`src/rtl/riscv_pkg.sv`:
```
// Shared RISC-V core types: word sizes, ALU opcodes and
// the control bundle carried from decode into execute.
package riscv_pkg;

   localparam int XLEN    = 32;
   localparam int REG_IDX = 5;

   typedef enum logic [3:0] {
      ALU_ADD  = 4'd0,
      ALU_SUB  = 4'd1,
      ALU_AND  = 4'd2,
      ALU_OR   = 4'd3,
      ALU_XOR  = 4'd4,
      ALU_SLL  = 4'd5,
      ALU_SRL  = 4'd6,
      ALU_SRA  = 4'd7,
      ALU_SLT  = 4'd8,
      ALU_SLTU = 4'd9
   } alu_op_t;

   typedef struct packed {
      alu_op_t alu_op;
      logic    reg_we;
      logic    mem_rd;
      logic    mem_wr;
   } ctrl_t;

   localparam ctrl_t CTRL_BUBBLE = '0;

endpackage

```
`src/rtl/id_ex_stage_if.sv`:
```
// ID/EX stage bus: decode inputs, bypass sources and the
// registered execute-side outputs with counters.
interface id_ex_stage_if
   import riscv_pkg::*;
#(
   parameter int WIDTH = XLEN,
   parameter int INDEX = REG_IDX,
   parameter int CNT_W = 16
);
   logic             id_valid_in;
   logic [WIDTH-1:0] id_pc_in;
   logic [WIDTH-1:0] id_imm_in;
   logic [INDEX-1:0] id_rs1_in;
   logic [INDEX-1:0] id_rs2_in;
   logic             id_uses_rs1_in;
   logic             id_uses_rs2_in;
   logic [INDEX-1:0] id_rd_in;
   ctrl_t            id_ctrl_in;
   logic [WIDTH-1:0] rf_data_a_in;
   logic [WIDTH-1:0] rf_data_b_in;
   logic [WIDTH-1:0] ex_result_in;
   logic             mem_we_in;
   logic [INDEX-1:0] mem_rd_in;
   logic [WIDTH-1:0] mem_result_in;
   logic             flush_in;
   logic             stall_out;
   logic             ex_valid_out;
   logic [WIDTH-1:0] ex_pc_out;
   logic [WIDTH-1:0] ex_imm_out;
   logic [WIDTH-1:0] ex_op_a_out;
   logic [WIDTH-1:0] ex_op_b_out;
   logic [INDEX-1:0] ex_rd_out;
   ctrl_t            ex_ctrl_out;
   logic [CNT_W-1:0] stall_cnt_out;
   logic [CNT_W-1:0] flush_cnt_out;

   modport master (
      output id_valid_in, id_pc_in, id_imm_in,
      output id_rs1_in, id_rs2_in,
      output id_uses_rs1_in, id_uses_rs2_in,
      output id_rd_in, id_ctrl_in,
      output rf_data_a_in, rf_data_b_in,
      output ex_result_in,
      output mem_we_in, mem_rd_in, mem_result_in,
      output flush_in,
      input  stall_out, ex_valid_out,
      input  ex_pc_out, ex_imm_out,
      input  ex_op_a_out, ex_op_b_out,
      input  ex_rd_out, ex_ctrl_out,
      input  stall_cnt_out, flush_cnt_out
   );

   modport slave (
      input  id_valid_in, id_pc_in, id_imm_in,
      input  id_rs1_in, id_rs2_in,
      input  id_uses_rs1_in, id_uses_rs2_in,
      input  id_rd_in, id_ctrl_in,
      input  rf_data_a_in, rf_data_b_in,
      input  ex_result_in,
      input  mem_we_in, mem_rd_in, mem_result_in,
      input  flush_in,
      output stall_out, ex_valid_out,
      output ex_pc_out, ex_imm_out,
      output ex_op_a_out, ex_op_b_out,
      output ex_rd_out, ex_ctrl_out,
      output stall_cnt_out, flush_cnt_out
   );

endinterface

```
`src/rtl/operand_fwd_mux.sv`:
```
// Priority bypass select for one source operand:
// x0, then EX result, then MEM result, then register file.
module operand_fwd_mux #(
   parameter int WIDTH = 32,
   parameter int INDEX = 5
) (
   input  logic [INDEX-1:0] rs,
   input  logic             ex_fwd_en,
   input  logic [INDEX-1:0] ex_rd,
   input  logic [WIDTH-1:0] ex_result,
   input  logic             mem_we,
   input  logic [INDEX-1:0] mem_rd,
   input  logic [WIDTH-1:0] mem_result,
   input  logic [WIDTH-1:0] rf_data,
   output logic [WIDTH-1:0] operand
);

   // Youngest producer wins; x0 is hardwired to zero.
   always_comb begin
      operand = rf_data;
      if (rs == '0)
         operand = '0;
      else if (ex_fwd_en && (ex_rd == rs))
         operand = ex_result;
      else if (mem_we && (mem_rd == rs))
         operand = mem_result;
   end

endmodule

```
`src/rtl/id_ex_stage.sv`:
```
// Decode-to-execute pipeline register with bypassing,
// load-use bubble, flush squash and perf counters.
module id_ex_stage
   import riscv_pkg::*;
#(
   parameter int WIDTH = XLEN,
   parameter int INDEX = REG_IDX,
   parameter int CNT_W = 16
) (
   input logic          clk_in,
   input logic          rst_in,
   id_ex_stage_if.slave bus
);

   logic             ex_valid_q;
   logic [WIDTH-1:0] ex_pc_q;
   logic [WIDTH-1:0] ex_imm_q;
   logic [WIDTH-1:0] ex_op_a_q;
   logic [WIDTH-1:0] ex_op_b_q;
   logic [INDEX-1:0] ex_rd_q;
   ctrl_t            ex_ctrl_q;
   logic [CNT_W-1:0] stall_cnt_q;
   logic [CNT_W-1:0] flush_cnt_q;

   logic             hz;
   logic             stall;
   logic             bubble;
   logic             ex_fwd_en;
   logic             rs1_hit;
   logic             rs2_hit;
   logic [WIDTH-1:0] op_a;
   logic [WIDTH-1:0] op_b;

   // Load in EX whose data is not ready yet blocks a dependent ID.
   always_comb begin
      rs1_hit = bus.id_uses_rs1_in && (bus.id_rs1_in == ex_rd_q);
      rs2_hit = bus.id_uses_rs2_in && (bus.id_rs2_in == ex_rd_q);
      hz      = bus.id_valid_in && ex_valid_q &&
                ex_ctrl_q.mem_rd && (ex_rd_q != '0) &&
                (rs1_hit || rs2_hit);
      stall   = hz && !bus.flush_in;
      bubble  = rst_in || bus.flush_in ||
                stall || !bus.id_valid_in;
      ex_fwd_en = ex_valid_q && ex_ctrl_q.reg_we &&
                  !ex_ctrl_q.mem_rd;
   end

   operand_fwd_mux #(.WIDTH(WIDTH), .INDEX(INDEX)) u_fwd_a (
      .rs         (bus.id_rs1_in),
      .ex_fwd_en  (ex_fwd_en),
      .ex_rd      (ex_rd_q),
      .ex_result  (bus.ex_result_in),
      .mem_we     (bus.mem_we_in),
      .mem_rd     (bus.mem_rd_in),
      .mem_result (bus.mem_result_in),
      .rf_data    (bus.rf_data_a_in),
      .operand    (op_a)
   );

   operand_fwd_mux #(.WIDTH(WIDTH), .INDEX(INDEX)) u_fwd_b (
      .rs         (bus.id_rs2_in),
      .ex_fwd_en  (ex_fwd_en),
      .ex_rd      (ex_rd_q),
      .ex_result  (bus.ex_result_in),
      .mem_we     (bus.mem_we_in),
      .mem_rd     (bus.mem_rd_in),
      .mem_result (bus.mem_result_in),
      .rf_data    (bus.rf_data_b_in),
      .operand    (op_b)
   );

   // EX register: capture ID or insert an all-zero bubble.
   always_ff @(posedge clk_in) begin
      if (bubble) begin
         ex_valid_q <= 1'b0;
         ex_pc_q    <= '0;
         ex_imm_q   <= '0;
         ex_op_a_q  <= '0;
         ex_op_b_q  <= '0;
         ex_rd_q    <= '0;
         ex_ctrl_q  <= CTRL_BUBBLE;
      end else begin
         ex_valid_q <= 1'b1;
         ex_pc_q    <= bus.id_pc_in;
         ex_imm_q   <= bus.id_imm_in;
         ex_op_a_q  <= op_a;
         ex_op_b_q  <= op_b;
         ex_rd_q    <= bus.id_rd_in;
         ex_ctrl_q  <= bus.id_ctrl_in;
      end
   end

   // Saturating bubble counters, cleared only by reset.
   always_ff @(posedge clk_in) begin
      if (rst_in) begin
         stall_cnt_q <= '0;
         flush_cnt_q <= '0;
      end else begin
         if (stall && (stall_cnt_q != '1))
            stall_cnt_q <= stall_cnt_q + CNT_W'(1);
         if (bus.flush_in && bus.id_valid_in &&
             (flush_cnt_q != '1))
            flush_cnt_q <= flush_cnt_q + CNT_W'(1);
      end
   end

   assign bus.stall_out     = stall;
   assign bus.ex_valid_out  = ex_valid_q;
   assign bus.ex_pc_out     = ex_pc_q;
   assign bus.ex_imm_out    = ex_imm_q;
   assign bus.ex_op_a_out   = ex_op_a_q;
   assign bus.ex_op_b_out   = ex_op_b_q;
   assign bus.ex_rd_out     = ex_rd_q;
   assign bus.ex_ctrl_out   = ex_ctrl_q;
   assign bus.stall_cnt_out = stall_cnt_q;
   assign bus.flush_cnt_out = flush_cnt_q;

endmodule
```
`src/flat_wrapper.sv`:
```
// flat-port wrapper written by rule: the top's interface ports become plain ports
module id_ex_stage_flat import riscv_pkg::*;
#(
   parameter int WIDTH = XLEN,
   parameter int INDEX = REG_IDX,
   parameter int CNT_W = 16
)
  (clk_in, rst_in, bus_id_valid_in, bus_id_pc_in, bus_id_imm_in, bus_id_rs1_in, bus_id_rs2_in, bus_id_uses_rs1_in, bus_id_uses_rs2_in, bus_id_rd_in, bus_id_ctrl_in, bus_rf_data_a_in, bus_rf_data_b_in, bus_ex_result_in, bus_mem_we_in, bus_mem_rd_in, bus_mem_result_in, bus_flush_in, bus_stall_out, bus_ex_valid_out, bus_ex_pc_out, bus_ex_imm_out, bus_ex_op_a_out, bus_ex_op_b_out, bus_ex_rd_out, bus_ex_ctrl_out, bus_stall_cnt_out, bus_flush_cnt_out);
  id_ex_stage_if #(.WIDTH(WIDTH), .INDEX(INDEX), .CNT_W(CNT_W)) bus_i ();
  input logic clk_in;
  input logic rst_in;
  input wire logic [$bits(bus_i.id_valid_in)-1:0] bus_id_valid_in;
  input wire logic [$bits(bus_i.id_pc_in)-1:0] bus_id_pc_in;
  input wire logic [$bits(bus_i.id_imm_in)-1:0] bus_id_imm_in;
  input wire logic [$bits(bus_i.id_rs1_in)-1:0] bus_id_rs1_in;
  input wire logic [$bits(bus_i.id_rs2_in)-1:0] bus_id_rs2_in;
  input wire logic [$bits(bus_i.id_uses_rs1_in)-1:0] bus_id_uses_rs1_in;
  input wire logic [$bits(bus_i.id_uses_rs2_in)-1:0] bus_id_uses_rs2_in;
  input wire logic [$bits(bus_i.id_rd_in)-1:0] bus_id_rd_in;
  input wire logic [$bits(bus_i.id_ctrl_in)-1:0] bus_id_ctrl_in;
  input wire logic [$bits(bus_i.rf_data_a_in)-1:0] bus_rf_data_a_in;
  input wire logic [$bits(bus_i.rf_data_b_in)-1:0] bus_rf_data_b_in;
  input wire logic [$bits(bus_i.ex_result_in)-1:0] bus_ex_result_in;
  input wire logic [$bits(bus_i.mem_we_in)-1:0] bus_mem_we_in;
  input wire logic [$bits(bus_i.mem_rd_in)-1:0] bus_mem_rd_in;
  input wire logic [$bits(bus_i.mem_result_in)-1:0] bus_mem_result_in;
  input wire logic [$bits(bus_i.flush_in)-1:0] bus_flush_in;
  output wire logic [$bits(bus_i.stall_out)-1:0] bus_stall_out;
  output wire logic [$bits(bus_i.ex_valid_out)-1:0] bus_ex_valid_out;
  output wire logic [$bits(bus_i.ex_pc_out)-1:0] bus_ex_pc_out;
  output wire logic [$bits(bus_i.ex_imm_out)-1:0] bus_ex_imm_out;
  output wire logic [$bits(bus_i.ex_op_a_out)-1:0] bus_ex_op_a_out;
  output wire logic [$bits(bus_i.ex_op_b_out)-1:0] bus_ex_op_b_out;
  output wire logic [$bits(bus_i.ex_rd_out)-1:0] bus_ex_rd_out;
  output wire logic [$bits(bus_i.ex_ctrl_out)-1:0] bus_ex_ctrl_out;
  output wire logic [$bits(bus_i.stall_cnt_out)-1:0] bus_stall_cnt_out;
  output wire logic [$bits(bus_i.flush_cnt_out)-1:0] bus_flush_cnt_out;
  assign bus_i.id_valid_in = bus_id_valid_in;
  assign bus_i.id_pc_in = bus_id_pc_in;
  assign bus_i.id_imm_in = bus_id_imm_in;
  assign bus_i.id_rs1_in = bus_id_rs1_in;
  assign bus_i.id_rs2_in = bus_id_rs2_in;
  assign bus_i.id_uses_rs1_in = bus_id_uses_rs1_in;
  assign bus_i.id_uses_rs2_in = bus_id_uses_rs2_in;
  assign bus_i.id_rd_in = bus_id_rd_in;
  assign bus_i.id_ctrl_in = bus_id_ctrl_in;
  assign bus_i.rf_data_a_in = bus_rf_data_a_in;
  assign bus_i.rf_data_b_in = bus_rf_data_b_in;
  assign bus_i.ex_result_in = bus_ex_result_in;
  assign bus_i.mem_we_in = bus_mem_we_in;
  assign bus_i.mem_rd_in = bus_mem_rd_in;
  assign bus_i.mem_result_in = bus_mem_result_in;
  assign bus_i.flush_in = bus_flush_in;
  assign bus_stall_out = bus_i.stall_out;
  assign bus_ex_valid_out = bus_i.ex_valid_out;
  assign bus_ex_pc_out = bus_i.ex_pc_out;
  assign bus_ex_imm_out = bus_i.ex_imm_out;
  assign bus_ex_op_a_out = bus_i.ex_op_a_out;
  assign bus_ex_op_b_out = bus_i.ex_op_b_out;
  assign bus_ex_rd_out = bus_i.ex_rd_out;
  assign bus_ex_ctrl_out = bus_i.ex_ctrl_out;
  assign bus_stall_cnt_out = bus_i.stall_cnt_out;
  assign bus_flush_cnt_out = bus_i.flush_cnt_out;
  id_ex_stage #(.WIDTH(WIDTH), .INDEX(INDEX), .CNT_W(CNT_W)) u_core (.clk_in(clk_in), .rst_in(rst_in), .bus(bus_i));
endmodule
```
`config.mk`:
```
export PLATFORM = sky130hd
export DESIGN_NAME = id_ex_stage_flat
export DESIGN_NICKNAME = d
export VERILOG_FILES = /design/src/rtl/riscv_pkg.sv /design/src/rtl/id_ex_stage_if.sv /design/src/rtl/operand_fwd_mux.sv /design/src/rtl/id_ex_stage.sv /design/src/flat_wrapper.sv
export SDC_FILE = /design/constraint.sdc
export NUM_CORES = 1
export LEC_CHECK = 0
export BUFFER_PORTS_ARGS = -buffer_cell sky130_fd_sc_hd__buf_2
export CORE_AREA = 3 3 153 155
export DETAILED_ROUTE_END_ITERATION = 10
export DIE_AREA = 0 0 156 158
export PLACE_DENSITY = 0.7
export SLEW_MARGIN = 40
export SYNTH_ARGS = -nofsm -noshare
export SYNTH_HDL_FRONTEND = slang
export SYNTH_SLANG_ARGS = --single-unit
```
`constraint.sdc`:
```
create_clock -name clk_in -period 1.9 [get_ports clk_in]
set_input_delay 0.19 -clock clk_in [delete_from_list [all_inputs] [get_ports clk_in]]
set_output_delay 0.19 -clock clk_in [all_outputs]
set_load 0.01 [all_outputs]
```
==> summary.txt, run 1 <==
status: finished, violations left
violations in the final reports: negative setup slack
YS warnings: 0
Final Instance Area: 11500 um^2
fin crit period: 1.99 ns
largest net degree at the start of global routing: 65
DRC viols: 0
Reg clk slew, reported paths: 0.08 ns
IO Pins: 400
CTS H-tree lvls: 4
die area: 24600 um^2
Starting Density: 30.9%
P&R area growth vs syn: 69.8%
period utilization: 105%
Setup TNS: -1.36 ns
Syn Nets: 957
worst hold start: bus_id_rd_in[1]
initial antenna violation count: 7
Multi-input gate area: 3350 um^2
vias per inst: 4.76
final hold violations: 0
Num CTS Buffers: 17
Pwr Total: 8.19 mW
Syn Inst Count: 729
Final Max Tran Viols: 0
Post-synth EDFFs: 0
register area: 3470 um^2
ys flop type: dfxtp_1
routed via count: 7468
# setup viols final: 53
hold slack final: 0.00782 ns
Rel. slew slack: 71.4%
Routed Antenna Nets: 0
share of cells above drive strength 1: 45.4%
Reg2Reg Setup Slack: -0.09 ns
gpl congestion: 0.870
Synth area leader: dfxtp_1
worst r2r path cells: 7
Clk Latency, worst-skew pair: 0.43 ns
Pleak: 5.52 nW
final wirelength: 27800 um
Cell Area, Placed: 9720 um^2
worst setup margin: -0.0870 ns
crit end category: register
DR WL/cell: 17.7 um
first-pass GRT wire length: 41000 um
Rows: 54
RSZ-0062 raised after global routing: true
CP required: 2.22 ns
worst reg2reg startpoint: u_core.bus.ex_rd_out[4]
#FFs+latches synth: 173
root buffer cell: clkbuf_16
ys async rst share: 0%
Core Footprint: 22000 um^2
Cell Area, Synth: 6780 um^2
peak supply drop: 0.000678 V
largest cells by area after synthesis: dfxtp_1 (51%), and2_1 (7.1%), nor2_1 (5.3%)
Synth cell types: 46
I/O Buffers: 399
pre-CTS WS: -0.122 ns
gr usage total: 21.3%
nets: 1496
1st-pass router iterations: 4
critical path class: reg2reg
vias in the first global route: 7607
CP Cell Sequence: xor2_1 -> nor2_1 -> a32oi_4 -> buf_6 -> buf_6 -> nor4bb_4 -> mux2_4
die width: 156 um
hold crit path type: in2reg
Yosys top cell area share: 51.1%
CP arrival: 2.31 ns
CP peak stage delay: 0.34 ns
Critical-path top delay cell: dfxtp_1
Pwr Density: 711 nW/um^2
skew final: 0.0162 ns
Hold Crit Depth: 2
filler instances: 1974
Max-cap violations: 0
CTS Sinks: 173
Least-Margin Pin Slew: 0.429 ns
most common cell in the netlist: dfxtp_1
WHS Endpoint: u_core.bus.ex_rd_out[1]
Avg Inst Size Synth: 9.31 um^2
Crit Path Max Fanout: 6
r2r endpoint: u_core.bus.stall_cnt_out[13]
Worst Setup Start Kind: register
total gr overflow: 0
Iteration-0 DRC Markers: 347
CP most frequent cell: buf_6
die height: 158 um
synth cell count leaders: dfxtp_1 (173), nor2_1 (96), nand2_1 (78), and2_1 (77), clkbuf_1 (35)
Fmax: 0.503 GHz
hpwl dp: 19900 um
CTS tree: built
Seq/Total Area, Yosys: 51.1%
Max clock buf depth: 2
-- critical path, delay by kind of cell (launching register included) --
family,cells,cell delay [ns]
DFF,1,0.34
xor gates and xnor gates,1,0.16
AOI/OAI and AO/OA,1,0.18
muxes,1,0.33
buffers and inverters,2,0.30
and+or+nand+nor,2,0.57
-- layout make-up --
| cell class | instances | area share, % |
|---|---|---|
| Clock buffer | 18 | 3.73 |
| Timing Repair Buffer | 568 | 32.3 |
| Multi-Input combinational cell | 505 | 29.1 |
| Antenna cell | 8 | 0.174 |
| Inverter | 3 | 0.0978 |
| Clock inverter | 14 | 1.43 |
| Sequential cell | 173 | 30.1 |
| Tap cell | 280 | 3.04 |
-- how the worst max path moves through the flow --
stage,to,startpoint,cells after the start
after CTS,u_core.bus.stall_cnt_out[8],u_core.bus.ex_rd_out[0],7
after global placement,u_core.bus.stall_cnt_out[10],u_core.bus.ex_rd_out[1],6
after global routing,u_core.bus.stall_cnt_out[13],u_core.bus.ex_rd_out[1],7
after floorplan,u_core.bus.stall_cnt_out[5],u_core.bus.stall_cnt_out[6],6
final,u_core.bus.stall_cnt_out[13],u_core.bus.ex_rd_out[4],7
after detailed placement,u_core.bus.stall_cnt_out[10],u_core.bus.ex_rd_out[1],6
-- layer usage --
layer,global-route usage (%),part of all wire (%),vias to the layer above
li1,-,-,3617
met1,23.7,39,3467
met2,38.3,51,338
met3,5.99,7.5,46
met4,8.79,2.9,0
met5,0,0,-
-- layout by cell type (no fill, tap or decap), types with 6 or more instances in the layout --
| cell | synthesis | layout |
|---|---|---|
| buf_2 | 4 | 398 |
| dfxtp_1 | 173 | 168 |
| nor2_1 | 96 | 94 |
| nand2_1 | 78 | 77 |
| dlygate4sd3_1 | 0 | 75 |
| buf_4 | 4 | 70 |
| and2_1 | 77 | 67 |
| mux2i_1 | 33 | 33 |
| a211oi_1 | 32 | 32 |
| a311oi_1 | 32 | 31 |
| xor2_1 | 27 | 24 |
| clkbuf_16 | 0 | 17 |
| nand3_1 | 16 | 15 |
| buf_12 | 0 | 14 |
| nand4_1 | 11 | 11 |
| and2_4 | 0 | 10 |
| a21oi_1 | 14 | 9 |
| diode_2 | 0 | 8 |
| nor3_1 | 10 | 8 |
| xnor2_1 | 7 | 7 |
| o21ai_0 | 7 | 7 |
| o31ai_1 | 7 | 7 |
| buf_6 | 1 | 7 |
| or4_1 | 9 | 6 |
| inv_6 | 0 | 6 |
-- through the flow --
| stage | std cells | util (%) |
|---|---|---|
| after floorplan | 729 | - |
| after global placement | 1444 | 44.3 |
| after detailed placement | 1444 | 44.3 |
| after CTS | 1562 | 51.8 |
| after global routing | 1569 | 52.5 |
| final | 1569 | 52.5 |
-- flip-flops by register name, indices dropped and copies added, names as in the netlist --
signal,flops
u_core.bus.ex_imm_out,32
u_core.bus.ex_valid_out,1
u_core.bus.ex_op_a_out,32
u_core.bus.ex_rd_out,5
u_core.bus.flush_cnt_out,16
u_core.bus.ex_pc_out,32
u_core.bus.ex_op_b_out,32
u_core.bus.stall_cnt_out,16
u_core.bus.ex_ctrl_out,7
-- where the power goes --
| group | internal (mW) | total (mW) | switching [mW] |
|---|---|---|---|
| logic | 0.515 | 0.918 | 0.403 |
| registers | 3.71 | 3.73 | 0.0276 |
| clock network | 1.78 | 3.54 | 1.76 |
| total | 6.00 | 8.19 | 2.19 |
-- timing repair --
item                       in CTS  in global routing
pin swaps                      50                 15
hold buffers                   75                  0
hold endpoints to repair       75                  0
gates resized for setup        37                 29
gates cloned                    3                  0
setup endpoints to repair      85                125
setup buffers                   8                  0
-- kinds of logic after synthesis --
group	after synthesis	synth area share, %
buffers and inverters	51	3.28
muxes	37	5.53
xor gates and xnor gates	34	4.39
AOI/OAI and AO/OA	105	11.6
adders and majority gates	2	0.369
and+or+nand+nor	327	23.8
DFF	173	51.1
Note: power is estimated with default switching activity, not from simulation.
==> run 2: changes to the inputs <==
--- a/config.mk
+++ b/config.mk
@@ -9,7 +9,8 @@
 export CORE_AREA = 3 3 153 155
 export DETAILED_ROUTE_END_ITERATION = 10
 export DIE_AREA = 0 0 156 158
-export PLACE_DENSITY = 0.7
+export PLACE_DENSITY_LB_ADDON = 0.25
+export REMOVE_ABC_BUFFERS = 1
 export SLEW_MARGIN = 40
 export SYNTH_ARGS = -nofsm -noshare
 export SYNTH_HDL_FRONTEND = slang
==> run 2 against run 1 <==
Compared with the run above: the run still ends with negative setup slack left; fmax is 0.93% higher; register-to-register slack better by 0.02 ns; critical path depth stayed put; combinational power is 5.4% lower; sequential cell count stayed put; count of clock-buffer cells in the layout stayed put; wire length is 0.33% lower; highest routed layer unchanged; sequential share of layout area is 0.44 points higher; cell area is 1.3% lower; global-route usage is 0.91 points lower; clock power is 1% lower; total power is 1.0% lower; largest power group unchanged.
==> summary.txt, run 2 (synthesis gave the netlist of run 1 again) <==
# setup viols final: 6
fin crit period: 1.97 ns
critical path class: reg2reg
Crit. Startpoint: u_core.bus.ex_rd_out[1]
Crit path buffers/inverters: 2
die width: 156 um
Worst path top cell family by delay: simple AND/OR/NAND/NOR gates
Final Util: 51.8%
Post-Layout Cell Count: 1540
final hold violations: 0
Iteration-0 DRC Markers: 326
IO Pins: 400
first-pass GRT wire length: 39200 um
Starting Density: 30.9%
Num CTS Buffers: 17
Placed Cells incl. Taps: 1417
Cell Area, Placed: 9510 um^2
Final Max Tran Viols: 0
peak supply drop: 0.000493 V
gr usage total: 20.4%
hold crit path type: in2reg
Crit Path Max Fanout: 8
worst setup margin: -0.0686 ns
total gr overflow: 0
CTS Sinks: 173
CP peak stage delay: 0.35 ns
sw frac: 26.3%
die height: 158 um
RSZ-0062 raised after global routing: true
gpl congestion: 0.840
DRC viols: 0
Reg clk slew, reported paths: 0.08 ns
CP Cell Sequence: xor2_1 -> nor3_2 -> a32oi_2 -> buf_6 -> buf_12 -> nor4bb_4 -> mux2_4
CP required: 2.22 ns
Reg2Reg Setup Slack: -0.07 ns
skew final: 0.0240 ns
die area: 24600 um^2
Clk Latency, worst-skew pair: 0.44 ns
largest net degree at the start of global routing: 39
final wirelength: 27700 um
Pwr Total: 8.10 mW
Final Instance Area: 11400 um^2
P&R area growth vs syn: 67.5%
1st-pass router iterations: 5
r2r endpoint: u_core.bus.stall_cnt_out[13]
vias in the first global route: 7259
Rel. slew slack: 62.1%
Least-Margin Pin Slew: 0.566 ns
share of cells above drive strength 1: 45.3%
Rows: 54
most common cell after layout, fill and taps aside: buf_2
Pwr Density: 713 nW/um^2
hpwl dp: 19200 um
Max clock buf depth: 2
CTS H-tree lvls: 4
cell depth of the worst setup path: 7
Sequential Power Share: 46.1%
Clk network pwr share: 43.2%
Fmax: 0.508 GHz
routed via count: 7356
Pleak: 5.38 nW
violations in the final reports: negative setup slack
Max-cap violations: 0
Core Footprint: 22000 um^2
status: finished, violations left
Critical-path top delay cell: dfxtp_2
root buffer cell: clkbuf_16
crit path capture: u_core.bus.stall_cnt_out[13]
Routed Antenna Nets: 0
I/O Buffers: 399
crit end category: register
Setup TNS: -0.142 ns
worst r2r path cells: 7
pre-CTS WS: 0.00656 ns
vias per inst: 4.78
most frequent cells in the layout: buf_2 (398), dfxtp_1 (167), nor2_1 (80)
Worst Setup Start Kind: register
P_sw: 2.13 mW
nets: 1474
CTS tree: built
worst reg2reg startpoint: u_core.bus.ex_rd_out[1]
initial antenna violation count: 2
DR WL/cell: 18.0 um
period utilization: 104%
filler instances: 2009
Gate power share: 10.7%
Pint: 5.97 mW
CP arrival: 2.29 ns
hold slack final: 0.0155 ns
[run 2: final cells by class]
class	instances	area [um^2]	share of cell area, %
multi-input combinational	505	3390	29.8
antenna	1	2.50	0.0220
sequential	173	3480	30.6
timing repair buffer	546	3540	31.2
inverter	3	11.3	0.0991
clock buffer	18	439	3.86
tap	280	350	3.08
clock inverter	14	150	1.32
[run 2: worst min path at each step]
stage	from	endpoint	slack, ns	cells past startpoint
2_1_floorplan	rst_in	u_core.bus.stall_cnt_out[11]	0.26	1
3_3_place_gp	bus_id_imm_in[9]	u_core.bus.ex_imm_out[9]	0.39	2
5_1_grt	bus_rf_data_a_in[3]	u_core.bus.ex_op_a_out[3]	0.02	3
6_report	bus_rf_data_a_in[13]	u_core.bus.ex_op_a_out[13]	0.02	3
4_1_cts	bus_rf_data_a_in[31]	u_core.bus.ex_op_a_out[31]	0.0005	3
3_5_place_dp	bus_id_pc_in[30]	u_core.bus.ex_pc_out[30]	0.39	2
[run 2: metal layers]
metal / wire length, um / GRT usage (%)
met1: 10800 / 23.3
met2: 14200 / 36.8
met3: 2230 / 5.90
met4: 418 / 6.52
met5: 0 / 0
[run 2: timing repair]
item	4_1_cts	5_1_grt
gates resized for setup	25	45
hold buffers	78	0
setup endpoints to repair	4	107
gates cloned	2	4
pin swaps	11	5
buffers inserted	7	1
hold endpoints to repair	78	0
[run 2: worst reg2reg max path: stages, from the launching register on]
cell and delay, ns:
dfxtp_2 0.35, xor2_1 0.16, nor3_2 0.24, a32oi_2 0.18
buf_6 0.16, buf_12 0.13, nor4bb_4 0.30, mux2_4 0.34
[run 2: power by group through the flow]
stage	logic, mW	clock network [mW]	registers, mW
global route	0.943	3.72	3.74
CTS	0.843	3.58	3.73
global placement	0.692	0	3.82
floorplan	0.180	0	3.86
detailed placement	0.692	0	3.82
finish	0.868	3.50	3.73
==> run 3: changes to the inputs <==
--- a/config.mk
+++ b/config.mk
@@ -5,10 +5,11 @@
 export SDC_FILE = /design/constraint.sdc
 export NUM_CORES = 1
 export LEC_CHECK = 0
+export ABC_AREA = 1
 export BUFFER_PORTS_ARGS = -buffer_cell sky130_fd_sc_hd__buf_2
-export CORE_AREA = 3 3 153 155
+export CORE_AREA = 2 2 156 158
 export DETAILED_ROUTE_END_ITERATION = 10
-export DIE_AREA = 0 0 156 158
+export DIE_AREA = 0 0 158 160
 export PLACE_DENSITY_LB_ADDON = 0.25
 export REMOVE_ABC_BUFFERS = 1
 export SLEW_MARGIN = 40
==> run 3 against run 2 <==
Compared with the run above: the run now ends clean; clock skew down 0.0063 ns; area after synthesis up 11%; global-route usage up 0.76 points; wire length up 1.4%; count of clock-buffer cells in the layout unchanged; via count up 18%; final cell count up 25%; total power up 2.4%; fmax up 8.9%; critical path depth unchanged; register-to-register slack better by 0.19 ns; first-iteration DRC count up 94%; largest cell class is now registers.
==> summary.txt, run 3 <==
status: completed
worst reg2reg startpoint: u_core.bus.flush_cnt_out[1]
Post-Layout Cell Count: 1920
total gr overflow: 0
Placed Cells incl. Taps: 1806
Worst Setup Start Kind: register
Final Max Tran Viols: 0
CP Cell Sequence: xor2_1 -> nor2_1 -> nand4_1 -> nand2_2 -> nand2_4 -> inv_2 -> buf_2
synth cell count leaders: nand2_1 (240), inv_1 (188), dfxtp_1 (173), nor2_1 (173), nand3_1 (62)
Routed Antenna Nets: 0
Reg2Reg Setup Slack: 0.12 ns
largest family of logic cells by synthesized area: simple AND/OR/NAND/NOR gates
fin crit period: 1.81 ns
die width: 158 um
Synth cell types: 27
Max-cap violations: 0
Num CTS Buffers: 17
period utilization: 95.1%
Rows: 57
Fmax: 0.553 GHz
routed via count: 8674
Clk network pwr share: 42.6%
ys async rst share: 0%
#FFs+latches synth: 173
Crit Path Max Fanout: 4
Rel. slew slack: 66.1%
first-pass GRT wire length: 41800 um
1st-pass router iterations: 5
vias per inst: 4.52
hpwl dp: 19800 um
Pleak: 6.35 nW
P_sw: 2.32 mW
worst setup margin: 0.0927 ns
Pint: 5.98 mW
pre-CTS WS: 0.160 ns
Avg Inst Size Synth: 6.81 um^2
nets: 1808
DRC viols: 0
largest cells by area after synthesis: dfxtp_1 (46%), nand2_1 (12%), inv_1 (9.4%)
Sequential Power Share: 45.0%
post-synthesis compound-gate area fraction: 8.28%
CTS H-tree lvls: 4
IO Pins: 400
Cell Area, Synth: 7540 um^2
gpl congestion: 0.875
most common cell in the netlist: nand2_1
Critical-path top delay cell: dfxtp_2
ys flop type: dfxtp_1
initial antenna violation count: 2
Cell Area, Placed: 10100 um^2
CP peak stage delay: 0.35 ns
most frequent cells in the layout: buf_2 (399), nand2_1 (238), inv_1 (186)
Yosys top cell area share: 45.9%
CTS Sinks: 173
final wirelength: 28100 um
Core Footprint: 23800 um^2
peak supply drop: 0.000446 V
Gate power share: 12.5%
critical path class: reg2out
Reg clk slew, reported paths: 0.07 ns
share of cells above drive strength 1: 31.0%
largest net degree at the start of global routing: 65
fraction of synthesized area in multiplexers: 0%
die area: 25300 um^2
simple-gate share of the synthesized area: 31.2%
# setup viols final: 0
gr usage total: 21.2%
Crit path buffers/inverters: 2
YS warnings: 0
CP arrival: 1.62 ns
crit path capture: bus_stall_out
vias in the first global route: 8121
root buffer cell: clkbuf_16
worst r2r path cells: 9
Max clock buf depth: 2
Syn Inst Count: 1107
hold crit path type: in2reg
Worst path top cell family by delay: simple AND/OR/NAND/NOR gates
Crit. Startpoint: u_core.bus.ex_rd_out[4]
die height: 160 um
Synth area leader: dfxtp_1
Clk Latency, worst-skew pair: 0.43 ns
CP required: 1.71 ns
r2r endpoint: u_core.bus.flush_cnt_out[3]
Seq/Total Area, Yosys: 45.9%
I/O Buffers: 399
cell depth of the worst setup path: 7
P&R area growth vs syn: 52.9%
CTS tree: built
crit end category: primary output
Post-synth EDFFs: 0
hold slack final: 0.0159 ns
RSZ-0062 raised after global routing: true
Synth Area in Adders: 0.332%
Final Instance Area: 11500 um^2
Iteration-0 DRC Markers: 634
DR WL/cell: 14.6 um
skew final: 0.0177 ns
Pwr Density: 720 nW/um^2
final hold violations: 0
most common cell after layout, fill and taps aside: buf_2
Least-Margin Pin Slew: 0.504 ns
Synth Area in XOR/XNOR: 1.04%
sw frac: 27.9%
Final Util: 48.4%
Starting Density: 31.7%
==> run 3: worst min-delay path: cells and delay by family <==
| family | cells | cell delay [ns] |
|---|---|---|
| buffers and inverters | 2 | 0.13 |
| AND/OR/NAND/NOR | 1 | 0.09 |
==> run 3: layout make-up <==
class | instances | area, um^2
repair inverters | 1 | 5.00
fillers | 2426 | 12300
clock buffers | 18 | 429
diodes | 3 | 7.51
well taps | 324 | 405
repair buffers | 509 | 3180
inverters | 191 | 721
flip-flops and latches | 173 | 3480
multi-input cells | 687 | 3130
clock inverters | 14 | 173
==> run 3: worst min-delay path by stage <==
stage	from	endpoint	slack, ns	cells after the start
6_report	bus_id_rd_in[0]	u_core.bus.ex_rd_out[0]	0.02	3
5_1_grt	bus_ex_result_in[8]	u_core.bus.ex_op_b_out[8]	0.01	3
3_5_place_dp	bus_id_pc_in[19]	u_core.bus.ex_pc_out[19]	0.41	3
2_1_floorplan	rst_in	u_core.bus.flush_cnt_out[13]	0.26	1
4_1_cts	bus_ex_result_in[25]	u_core.bus.ex_op_a_out[25]	0.0003	3
3_3_place_gp	bus_id_pc_in[2]	u_core.bus.ex_pc_out[2]	0.40	3
==> run 3: power by group through the flow <==
stage	sequential [mW]	combinational [mW]	clock [mW]
6_report	3.73	1.03	3.53
5_1_grt	3.74	1.13	3.78
4_1_cts	3.74	1.01	3.63
3_5_place_dp	3.82	0.882	0
3_3_place_gp	3.82	0.882	0
2_1_floorplan	3.86	0.314	0
==> run 3: cells by family (layout without fill, tap and decap cells) <==
logic type	after synthesis	after routing
AOI/OAI and AO/OA	124	124
xor gates and xnor gates	9	9
adders and majority gates	2	2
buffers and inverters	247	733
DFF	173	173
other	0	3
and+or+nand+nor	552	552
==> run 3: per-layer routing <==
metal | up-vias | track usage [%] | wire [um]
met2 | 316 | 35.4 | 13600
li1 | 4376 | - | -
met4 | 0 | 8.56 | 843
met1 | 3925 | 26.0 | 11800
met5 | - | 0 | 0
met3 | 57 | 5.07 | 1860
==> run 3: through the flow <==
stage               power (mW)  setup TNS (ns)
global placement          4.70               0
detailed placement        4.70               0
finish                    8.30               0
global route              8.65          -0.129
CTS                       8.38               0
floorplan                 4.18          -89.27
==> run 3: repair_timing <==
item,4_1_cts,5_1_grt
endpoints found under the setup margin,1,3
hold buffers,73,0
gates resized for setup,5,15
pin swaps,1,4
setup buffers,1,4
gates cloned,0,1
hold endpoints to repair,73,0
